==> config.mk <==
export PLATFORM = sky130hd
export DESIGN_NAME = stopwatch_display_scan
export DESIGN_NICKNAME = d
export VERILOG_FILES = /design/src/rtl/stopwatch_display_scan.sv
export SDC_FILE = /design/constraint.sdc
export NUM_CORES = 1
export LEC_CHECK = 0
export ABC_AREA = 0
export CORE_MARGIN = 1.5
export CORE_UTILIZATION = 55
export CTS_BUF_LIST = sky130_fd_sc_hd__clkbuf_8
export DETAILED_ROUTE_END_ITERATION = 16
export PLACE_DENSITY_LB_ADDON = 0.3
export SYNTH_ARGS = -nofsm -noshare
export SYNTH_HDL_FRONTEND = slang
export SYNTH_SLANG_ARGS = --single-unit
export TNS_END_PERCENT = 20
==> constraint.sdc <==
create_clock -name clk -period 3 [get_ports clk]
set_clock_uncertainty 0.05 [all_clocks]
set_input_delay 0.3 -clock clk [delete_from_list [all_inputs] [get_ports clk]]
set_output_delay 0.3 -clock clk [all_outputs]
set_load 0.02 [all_outputs]
==> src/rtl/stopwatch_display_scan.sv <==
// stopwatch_display_scan: snapshots hh/mm/ss/xx once per frame, converts to BCD, scans 8x 7-seg as hh.mm.ss.xx
// Optional leading-zero blanking of the hours tens digit with STOPWATCH_DISP_LZB_EN.
module stopwatch_display_scan #(
    parameter int CLK_HZ  = 100_000_000,
    parameter int SCAN_HZ = 1000
) (
    input  logic       clk,
    input  logic       rst,
    input  logic [7:0] hh,
    input  logic [7:0] mm,
    input  logic [7:0] ss,
    input  logic [7:0] xx,
    output logic [6:0] seg,
    output logic       dp,
    output logic [7:0] an,
    output logic       busy
);
    localparam int DIV = CLK_HZ / SCAN_HZ;
    localparam int W = $clog2(DIV);

    typedef enum logic [1:0] {IDLE, LOAD, STEP, COMMIT} state_t;

    state_t     state;
    logic [W-1:0] cnt;
    logic [2:0] idx, nidx;
    logic       tick, blank;
    logic [31:0] snap, bcd, disp;
    logic [1:0] f;
    logic [6:0] rem, dec;
    logic [3:0] tens, digit;
    logic [7:0] v;

    assign tick  = cnt == W'(DIV - 1);
    assign nidx  = idx - 3'd1;
    assign digit = disp[4*nidx +: 4];
    assign v     = snap[8*(3-f) +: 8];

`ifdef STOPWATCH_DISP_LZB_EN
    assign blank = nidx == 3'd7 && disp[31:28] == 4'd0;
`else
    assign blank = 1'b0;
`endif

    always_comb begin
        case (digit)
            4'd0: dec = 7'h3F;
            4'd1: dec = 7'h06;
            4'd2: dec = 7'h5B;
            4'd3: dec = 7'h4F;
            4'd4: dec = 7'h66;
            4'd5: dec = 7'h6D;
            4'd6: dec = 7'h7D;
            4'd7: dec = 7'h07;
            4'd8: dec = 7'h7F;
            4'd9: dec = 7'h6F;
            default: dec = 7'h00;
        endcase
    end

    // idx starts at 0, so the first tick wraps to 7 and counts as a frame start
    always_ff @(posedge clk) begin
        if (rst) begin
            cnt <= '0;
            idx <= 3'd0;
            an  <= 8'd0;
            seg <= 7'd0;
            dp  <= 1'b0;
        end else begin
            cnt <= tick ? '0 : cnt + 1'b1;
            if (tick) begin
                idx <= nidx;
                an  <= 8'd1 << nidx;
                seg <= blank ? 7'd0 : dec;
                dp  <= nidx == 3'd6 || nidx == 3'd4 || nidx == 3'd2;
            end
        end
    end

    always_ff @(posedge clk) begin
        if (rst) begin
            state <= IDLE;
            busy  <= 1'b0;
            snap  <= '0;
            bcd   <= '0;
            disp  <= '0;
            f     <= 2'd0;
            rem   <= 7'd0;
            tens  <= 4'd0;
        end else begin
            case (state)
                IDLE: if (tick && idx == 3'd0) begin
                    snap  <= {hh, mm, ss, xx};
                    f     <= 2'd0;
                    busy  <= 1'b1;
                    state <= LOAD;
                end
                LOAD: begin
                    rem   <= v > 8'd99 ? 7'd99 : v[6:0];
                    tens  <= 4'd0;
                    state <= STEP;
                end
                STEP: if (rem >= 7'd10) begin
                    rem  <= rem - 7'd10;
                    tens <= tens + 4'd1;
                end else begin
                    bcd[8*(3-f) +: 8] <= {tens, rem[3:0]};
                    f     <= f + 2'd1;
                    state <= f == 2'd3 ? COMMIT : LOAD;
                end
                COMMIT: begin
                    disp  <= bcd;
                    busy  <= 1'b0;
                    state <= IDLE;
                end
                default: state <= IDLE;
            endcase
        end
    end
endmodule

## Yosys cells after proc, flatten, opt, wreduce, memory -nomap -nowiden

Memory sizes are Yosys's and may differ from the RTL's. A register that Yosys moved wholly into a read port is not among the register bits.
Cells that the tools add are included.

| storage, ports and cells | value |
|---|---|
| output and inout port bits | 17 |
| logic and storage cells | 69 |
| bits of input ports | 34 |
| bits in read-only memories | 112 |
| register bits after elaboration | 141 |
| memories kept | 1 |

| cells by class | value |
|---|---|
| bitwise operators | 1 |
| muxes and demuxes | 15 |
| shift operators | 5 |
| eq/ne operators | 11 |
| add/subtract/negate cells | 7 |
| order comparisons | 2 |
| reductions and logical operators | 15 |

Memory list:

| name | words | bits a word | read ports | clocked after Yosys merged registers in | wr ports | RTL line | source |
|---|---|---|---|---|---|---|---|
| (no name shown) | 16 | 7 | 1 | 1 | 0 | 45 | `case (digit)` |

Operators with widths:

| kind | number |
|---|---|
| negation 32 -> 34 bit | 1 |
| variable shift 8 x 34 -> 32 bit (first input constant) | 1 |
| indexed part select 8 x 34 -> 32 bit | 1 |
| indexed part select 32 x 33 -> 8 bit | 1 |
| bitwise mux 32 bit | 1 |
| indexed part select 32 x 6 -> 4 bit | 1 |
| adder 17 x 1 -> 17 bit (second input constant) | 1 |
| == test 17 bit (second input constant) | 1 |
| two-way mux 7 bit | 2 |
| case mux 7 bit (2 select lines) | 1 |
| two-way mux 2 bit | 5 |
| AND reduction 2 bit | 5 |
| > comparator 8 x 7 -> 1 bit (second input constant) | 1 |
| case mux 2 bit (4 select lines) | 1 |
| case mux 4 bit (2 select lines) | 1 |
| left shift 1 x 3 -> 8 bit (first input constant) | 1 |
| >= comparator 7 x 4 -> 1 bit (second input constant) | 1 |
| subtractor 7 x 4 -> 7 bit (second input constant) | 1 |
| == test 2 bit (second input constant) | 3 |
| == test 3 bit (second input constant) | 2 |
| inequality test 2 bit (second input constant) | 3 |
| nonzero test 2 bit | 3 |
| adder 4 x 1 -> 4 bit (second input constant) | 1 |
| two-way mux 4 bit | 1 |
| 15 further kinds | 16 |

## Logic depth before layout (Yosys ltp)

| depth | value |
|---|---|
| depth in word-level cells | 5 |
| gate-level depth with buffers | 14 |
| depth with buffers taken out | 11 |

## Least setup slack after synthesis

OpenSTA, ideal clock, no wires.

| timing path | value |
|---|---|
| path kind | flip-flop to flip-flop |
| start | register idx[0] |
| end | register seg[3] |
| clock period less this slack | 3,262 ps |
| library setup time | 86 ps |
| arrival time | 3,127 ps |
| cell stages (with the launch flop) | 14 |
| path slack | -262 ps |
| cell sequence | dfxtp_1 clkbuf_1 inv_1 ha_1 xor2_2 buf_4 mux4_2 nand2_1 and2_1 inv_1 ha_1 a21oi_1 o21ai_1 a211oi_1 |

| on the way | value |
|---|---|
| cells in the longest elaborated chain, start to end | 2 |

Ends and longest elaborated chain:

| element | RTL line | source |
|---|---|---|
| start: declaration | 25 | `logic [2:0] idx, nidx;` |
| start signal: assignment | 71 | `idx <= nidx;` |
| subtractor 3 x 1 -> 3 bit | 34 | `assign nidx = idx - 3'd1;` |
| named net nidx[0] | 25 |  |
| indexed part select 32 x 6 -> 4 bit | 35 | `assign digit = disp[4*nidx +: 4];` |
| end: declaration | 13 | `output logic [6:0] seg,` |

The timed path passes the listed nets, and every way through them passes these cells.
A chain may end at the register's enable or synchronous reset.

## Worst setup path in the final report

| timing path | value |
|---|---|
| start | register idx[0] |
| end | register seg[5] |

The elaborated chain is that of the path after synthesis.

==> reports/qor.txt <==
Crit Reg-Reg Endpoint - seg[5]
Initial DRC Count - 469
Cell count of the worst reg-to-reg path - 12
DP HPWL - 11420 um
All-Layer GR Usage - 26.06%
Clock Sink Count - 148
Core ar. - 0.01201 mm2
Shortest period the worst path allows - 2919 ps
Placed cell area - 0.007307 mm2
Final nets - 882
Crit path kind - reg -> reg
Post-synthesis sequential area ratio - 43.75%
Gr ovfl total - 0
Synth warnings - 0
Synth Flop Type - dfxtp_1
# setup viols final - 0
Final ANT Viol Nets - 0
Wire per inst - 16.48 um
Cell area power density - 452.7 mW/mm2
Mapped Area - 0.006771 mm2
Slowest CP cell - mux4_2
Total Wirelength - 16300 um
DR vias/cell - 5.919
Total of max-cap violations - 0
H-Tree Depth - 4
Largest stage delay, worst path - 490 ps
Core Util, Final - 64.14%
Hold_sp - rst
Synth area leaders - dfxtp_1 (44%), nand2_1 (11%), a21oi_1 (8.9%)
TritonRoute pass-1 iters - 5
Combinational share of power - 2.5%
FFs w/ async S/R, synth - 0%
Outcome - completed
Required @ worst endpoint - 3350 ps
Synth area leader - dfxtp_1
Syn-to-layout area delta - 13.77%
Post-route clock period utilization - 97.29%
CTS tree - yes
Layout cells sized above 1 - 11.28%
Worst R2R Setup Slack - 80 ps
Largest net degree at the start of global routing - 55
Worst setup EP type - register
Die W - 114.0 um
Vias - 5854
PnR worst setup slack - 81.26 ps
VDD IR max - 270.8 uV
CTS Root Cell - clkbuf_8
Worst Max-Slew Pin Slew - 1055 ps
Synth Register Bits - 148
Initial core utilization - 56.37%
First-pass GRT wire length - 26390 um
ANT cells - 0
Cell area after layout - 0.007704 mm2
Post-synth top area share - 43.75%
Cells after Synth - 797
Hold Path Stages - 2
R2r startpoint - idx[0]
DR DRC count - 0
Syn_nets - 850
Die H - 114.0 um
Crit Path Max Fanout - 6
CTS buffer count - 17
Bufs on Longest Clock Path - 2
Pins Over Slew Limit - 0
Netlist cell types - 63
CP Launch Point - idx[0]
Io pins - 51
Pleak - 2.562 nW
Critical Path AT - 3270 ps
Setup TNS - 0 ps
Cts hold-fix bufs - 0
Total power draw - 3.488 mW
End of the worst hold path - idx[0]
P_sw - 0.8860 mW
Hold Violations, Final - 0
Worst min path class - in -> reg
Full die area - 0.01299 mm2
Vias in the first global route - 5484
Rel. slew slack - 29.47%
Placement Setup Slack - 50.79 ps
Port Buffer Count - 50
Fillers - 1002
Row Count - 40
CP most frequent cell - inv_1
Initial antenna violation count - 0
Critical Path Source Type - register
FMAX - 342.6 MHz
Sw Share - 25.40%
Internal - 2.602 mW
Worst skew pair latency - 480 ps
Commonest non-fill, non-tap cell in the layout - nand2_1
CP Cell Sequence - inv_1 > ha_4 > xor2_4 > buf_4 > mux4_2 > nand2_1 > and2_1 > inv_1 > ha_1 > a21oi_1 > o21ai_0 > a211oi_2
Share of power burned in registers - 56.5%
Gpl congestion - 0.9163
EDFF count, synth - 0
Reg clk slew, reported paths - 90 ps
Synth Area per Inst - 8.496 um2
Most frequent cells in the layout - nand2_1 (192), dfxtp_1 (146), a21oi_1 (121)
Part of the power in the clock network - 41.1%
-- registers in the layout, summed over array words and instances (netlist names) --
name	cells
an	8
idx	3
busy	1
snap	32
tens	4
state	2
rem	7
seg	7
disp	32
bcd	32
cnt	17
dp	1
f	2
-- final cells by class --
class | count | area, um2 | share of cell area (%)
clock buffers | 17 | 234.0 | 3.037
repair buffers | 71 | 655.6 | 8.511
flip-flops and latches | 148 | 2965 | 38.49
multi-input cells | 582 | 3505 | 45.49
well taps | 147 | 183.9 | 2.388
clock inverters | 15 | 126.4 | 1.640
inverters | 9 | 33.78 | 0.4385
-- cell usage after synthesis (all sizes together), types with 10 or more instances --
cell	number
buf	26
nor2	50
nand2	192
nand4	35
mux4	16
clkbuf	32
a21oi	123
nor3	23
xor2	10
nand3	22
ha	19
dfxtp	148
a211oi	10
-- how the worst max path moves through the flow --
stage | endpoint | depth (start not counted)
floorplan | seg[3] | 13
global placement | seg[3] | 11
detailed placement | seg[3] | 11
CTS | seg[5] | 11
global route | seg[5] | 12
finish | seg[5] | 12
-- power by group through the flow --
stage | logic (mW) | clock network (mW) | registers [mW]
finish | 0.0855 | 1.43 | 1.97
global route | 0.0918 | 1.53 | 1.97
CTS | 0.0852 | 1.45 | 1.97
detailed placement | 0.0848 | 0 | 2.02
global placement | 0.0838 | 0 | 2.02
floorplan | 0.0354 | 0 | 2.01
-- worst max-delay path: cells and delay by family, from the launching register on --
family	cells	cell delay [ps]
flops	1	330
mux	1	490
xor+xnor	1	250
fa+ha+maj	2	410
compound gates	3	560
simple gates	2	280
buf+inv	3	470
-- metal layers --
layer	track usage, %	wire length, um
met5	0	0
met4	13.25	527
met3	5.154	824
met2	43.86	7993
met1	31.84	6956
-- what timing repair did --
action / 4_1_cts / 5_1_grt
setup endpoints to repair: 1 / 4
gates resized for setup: 1 / 2
buffers inserted: 0 / 3
gates cloned: 0 / 0
-- per-stage QoR --
step                      std cells  hold slack [ps]
final                           989            248.4
after global routing            989            275.0
after CTS                       986            235.8
after detailed placement        954            393.3
after global placement          954            386.4
after floorplan                 797            378.6
-- logic make-up after synthesis --
logic type	count (synthesis)	share of synthesized area, %
xor+xnor	18	2.439
simple gates	358	24.56
compound gates	163	14.06
mux	24	6.707
buf+inv	67	4.971
fa+ha+maj	19	3.511
flops	148	43.75
No activity file was read; power rests on OpenSTA's default activity.
==> RTL edit 1: new RTL, same flow settings <==
Put one more register stage on the output `an`, with the module's reset. The value now appears one clock later. The other outputs are not delayed to match.
--- a/src/rtl/stopwatch_display_scan.sv
+++ b/src/rtl/stopwatch_display_scan.sv
@@ -21,2 +21,4 @@
     typedef enum logic [1:0] {IDLE, LOAD, STEP, COMMIT} state_t;
+
+    logic [7:0] an_s0;
 
@@ -64,3 +66,3 @@
             idx <= 3'd0;
-            an  <= 8'd0;
+            an_s0 <= 8'd0;
             seg <= 7'd0;
@@ -71,3 +73,3 @@
                 idx <= nidx;
-                an  <= 8'd1 << nidx;
+                an_s0 <= 8'd1 << nidx;
                 seg <= blank ? 7'd0 : dec;
@@ -118,2 +120,10 @@
     end
+    always_ff @(posedge clk) begin
+        if (rst) begin
+            an <= '0;
+        end else begin
+            an <= an_s0;
+        end
+    end
+
 endmodule
Check against the original RTL: same outputs for any inputs over 10 cycles, from zero or initial values and one cycle with rst high; that may be too few to reach the edited logic, so the function may still have changed.
==> RTL edit 1 against the unedited design <==
Synthesized cell count up 2.5%; setup slack improved by 0.17 ns; hold slack worse by 0.021 ns; highest routed layer unchanged; wire length down 4.0%; cell count rose by 4.6%; core utilization grew 2.1 points; power is 15% higher; via count shrank 1.1%; sequential cell count rose by 8; area after synthesis rose by 1.1%; final area is 3.7% higher.
==> RTL edit 1: results (changes against the unedited design) <==
[grt]
grtUsageTotal_pct=25.1  ; -0.98 points
grt_pass1_wl_mm=25.8  ; -2.1%
grt_max_degree=100  ; +82%
grt_pass1_vias=5387  ; -1.8%
globalRouteMet1Util_pct=32.6  ; +0.73 points

[clock_network]
cts.clk_slew.worst_paths_ns=0.07  ; -0.02 ns
clkLatencyLatePin_ns=0.45  ; -0.03 ns
clock-root-buffer=clkbuf_8

[placement]
finalWeightedCongestion=0.840  ; -8.3%
dp.cells=999  ; +4.7%
post-dp-hpwl_mm=11.1  ; -3.1%
place_ws_ns=0.0894  ; +0.0386 ns
placed_cell_area_um2=7460  ; +2.1%

[pwr]
vdd_drop_max_v=0.000405  ; +50%
p_sw_mw=0.791  ; -11%
leakagePower_nw=2.70  ; +5.4%
power_density_nw_per_um2=503  ; +11%
p_int_mw=3.23  ; +24%

[critical_path]
cp_max_fo=5  ; -1
cp.arrival_ns=3.07  ; -0.20 ns
critPathSlowestCell=mux4_2
critical-path-top-delay-family=compound AO/OA/AOI/OAI gates

[drt]
dr_total_vias=5792  ; -1.1%
wire_per_inst_um=15.1  ; -8.1%
drtIter0Drc=476  ; +1.5%

[run_status]
outcome=finished clean

[synthesis]
avgSynthCellArea_um2=8.38  ; -1.3%
syn-num-nets=870  ; +2.4%
synth_common_cells=195 x nand2_1, 156 x dfxtp_1, 126 x a21oi_1
async_reset_ff_share_pct=0  ; unchanged
synth_cell_types=51  ; -19%

[layout]
nNetsFinal=906  ; +2.7%
drive_gt1_share_pct=9.70  ; -1.6 points
fillCellCount=1012  ; +1.0%

[timing]
worst_pin_slew_ns=0.982  ; -0.0736 ns
finalSetupViolCount=0  ; unchanged

-- RTL edit 1: path summary, 6_finish.rpt --
path         cells past startpoint  startpoint       to  slack, ns
min                              2         rst    an[5]       0.23
min reg2reg                      2     snap[1]  snap[1]       0.40
max reg2reg                     12      idx[1]   seg[3]       0.25
max                             12      idx[1]   seg[3]       0.25
-- RTL edit 1: power by group through the flow --
stage          clock network, mW  logic, mW  registers, mW
2_1_floorplan                  0     0.0356           2.12
3_3_place_gp                   0     0.0822           2.12
3_5_place_dp                   0     0.0842           2.12
4_1_cts                     1.88     0.0852           2.08
5_1_grt                     1.97     0.0912           2.08
6_report                    1.86     0.0851           2.08
-- RTL edit 1: kinds of logic (layout without fill, tap and decap cells) --
logic type                 after synthesis  after routing  synth area share, %
xor gates and xnor gates                19             19                 2.54
DFF                                    156            156                 45.6
and+or+nand+nor                        372            372                 24.0
AOI/OAI and AO/OA                      163            163                 13.2
buffers and inverters                   64            113                 4.40
adders and majority gates               19             19                 3.47
muxes                                   24             24                 6.76
-- RTL edit 1: final cells by class --
| cell class | instances | share of cell area, % |
|---|---|---|
| Inverter | 10 | 0.470 |
| Clock inverter | 13 | 2.77 |
| Timing Repair Buffer | 71 | 8.57 |
| Clock buffer | 19 | 3.27 |
| Sequential cell | 156 | 39.1 |
| Tap cell | 168 | 2.63 |
| Multi-Input combinational cell | 597 | 43.2 |
-- RTL edit 1: repair_timing --
action                                  in CTS  in global routing
gates resized for setup                      0                  4
endpoints found under the setup margin       0                  5
buffers inserted                             0                  3
hold buffers                                 0                  0
-- RTL edit 1: routing by layer --
| layer | share of wire (%) | wire length, um |
|---|---|---|
| met5 | 0 | 0 |
| met4 | 1.8 | 277 |
| met1 | 44 | 6890 |
| met2 | 49 | 7630 |
| met3 | 5.5 | 862 |
==> RTL edit 2: new RTL, same flow settings <==
Made on the original files. Set the parameter `SCAN_HZ` to 2000 (it was 1000).
--- a/src/rtl/stopwatch_display_scan.sv
+++ b/src/rtl/stopwatch_display_scan.sv
@@ -4,3 +4,3 @@
     parameter int CLK_HZ  = 100_000_000,
-    parameter int SCAN_HZ = 1000
+    parameter int SCAN_HZ = 2000
 ) (
Behaviour: same outputs for any inputs over 4 cycles, from zero or initial values and one cycle with rst high; that may be too few to reach the edited logic, so the function may still have changed.
==> RTL edit 2 against the unedited design <==
Sequential share of layout area is 0.54 points higher; largest cell class unchanged; area after synthesis shrank 4.0%; final area fell by 2.1%; core utilization increased by 1.6 points; power increased by 4.6%; highest routed layer unchanged; setup slack better by 0.15 ns; wire length fell by 7.3%; sequential cell count down 1.
==> RTL edit 2: results (changes against the unedited design) <==
[run_status]
outcome=finished clean

[grt]
grt_util_met3_pct=6.04  ; +0.89 points
grtUsageMet2_pct=43.8  ; -0.075 points
grt_pass1_vias=5410  ; -1.3%
grt_max_degree=58  ; +5.5%
grtUsageTotal_pct=25.4  ; -0.62 points
grt_pass1_wl_mm=25.6  ; -3.0%

[timing]
hold_slack_ns=0.281  ; +0.0328 ns
setup_slack_ns=0.236  ; +0.155 ns

[placement]
post-dp-hpwl_mm=10.7  ; -6.5%
placed_cell_area_um2=7100  ; -2.8%
finalWeightedCongestion=0.915  ; about the same
place_ws_ns=0.0851  ; +0.0343 ns
dp.cells=938  ; -1.7%

[synthesis]
synthCells=775  ; -2.8%
synth-compound-area-share_pct=14.1  ; about the same
seq_area_frac_synth_pct=45.3  ; +1.5 points
synthMuxAreaShare_pct=6.66  ; -0.047 points
synth_fa_ha_area_share_pct=3.66  ; +0.15 points
synth_cell_types=55  ; -13%
synth_common_cells=191 x nand2_1, 147 x dfxtp_1, 123 x a21oi_1
synthTopCellsByArea=dfxtp_1 45%, nand2_1 11%, a21oi_1 9.5%
synthXorXnorAreaFrac_pct=2.69  ; +0.26 points
syn-num-nets=828  ; -2.6%

[layout]
fin_cells=970  ; -1.9%
nNetsFinal=867  ; -1.7%
fillCellCount=963  ; -3.9%
drive_gt1_share_pct=9.92  ; -1.4 points

[critical_path]
worstReg2RegStart=idx[1]
endpoint=seg[4]
cp.arrival_ns=3.06  ; -0.21 ns
slowest_delay_ns=0.41  ; -0.08 ns
reg2regPathDepth=11  ; -1
r2r_end=seg[4]

[drt]
dr_total_vias=5633  ; -3.8%
wl_met3_um=681  ; -17%
met2_length_mm=7.58  ; -5.2%
wire_per_inst_um=15.6  ; -5.5%
firstDrtPassIters=5  ; unchanged
drtIter0Drc=574  ; +22%

[pwr]
leakagePower_nw=2.50  ; -2.4%
vdd_drop_max_v=0.000399  ; +47%
p_sw_mw=0.797  ; -10%
comb_power_share_pct=2.3  ; -0.2 points

[clock_network]
ctsResizeCount=0  ; -1

[RTL edit 2: cell types whose count changed after synthesis, moves of 5 or more]
| cell | unedited run | this run |
|---|---|---|
| and3_1 | 2 | 7 |
| buf_6 | 7 | 1 |
| nand3_1 | 22 | 54 |
| nand4_1 | 35 | 5 |
| nor3_1 | 23 | 15 |
[RTL edit 2: power by group through the flow]
stage	registers (mW)	clock network (mW)	logic [mW]
CTS	1.96	1.63	0.0837
global placement	2.00	0	0.0811
global route	1.96	1.71	0.0912
floorplan	2.00	0	0.0336
finish	1.96	1.61	0.0834
detailed placement	2.00	0	0.0831
[RTL edit 2: cell type report]
type | instances | area (um^2) | share of cell area (%)
Multi-Input combinational cell | 565 | 3300 | 43.7
Timing Repair Buffer | 70 | 648 | 8.60
Clock buffer | 22 | 303 | 4.02
Inverter | 13 | 48.8 | 0.647
Tap cell | 143 | 179 | 2.37
Sequential cell | 147 | 2940 | 39.0
Clock inverter | 10 | 121 | 1.61
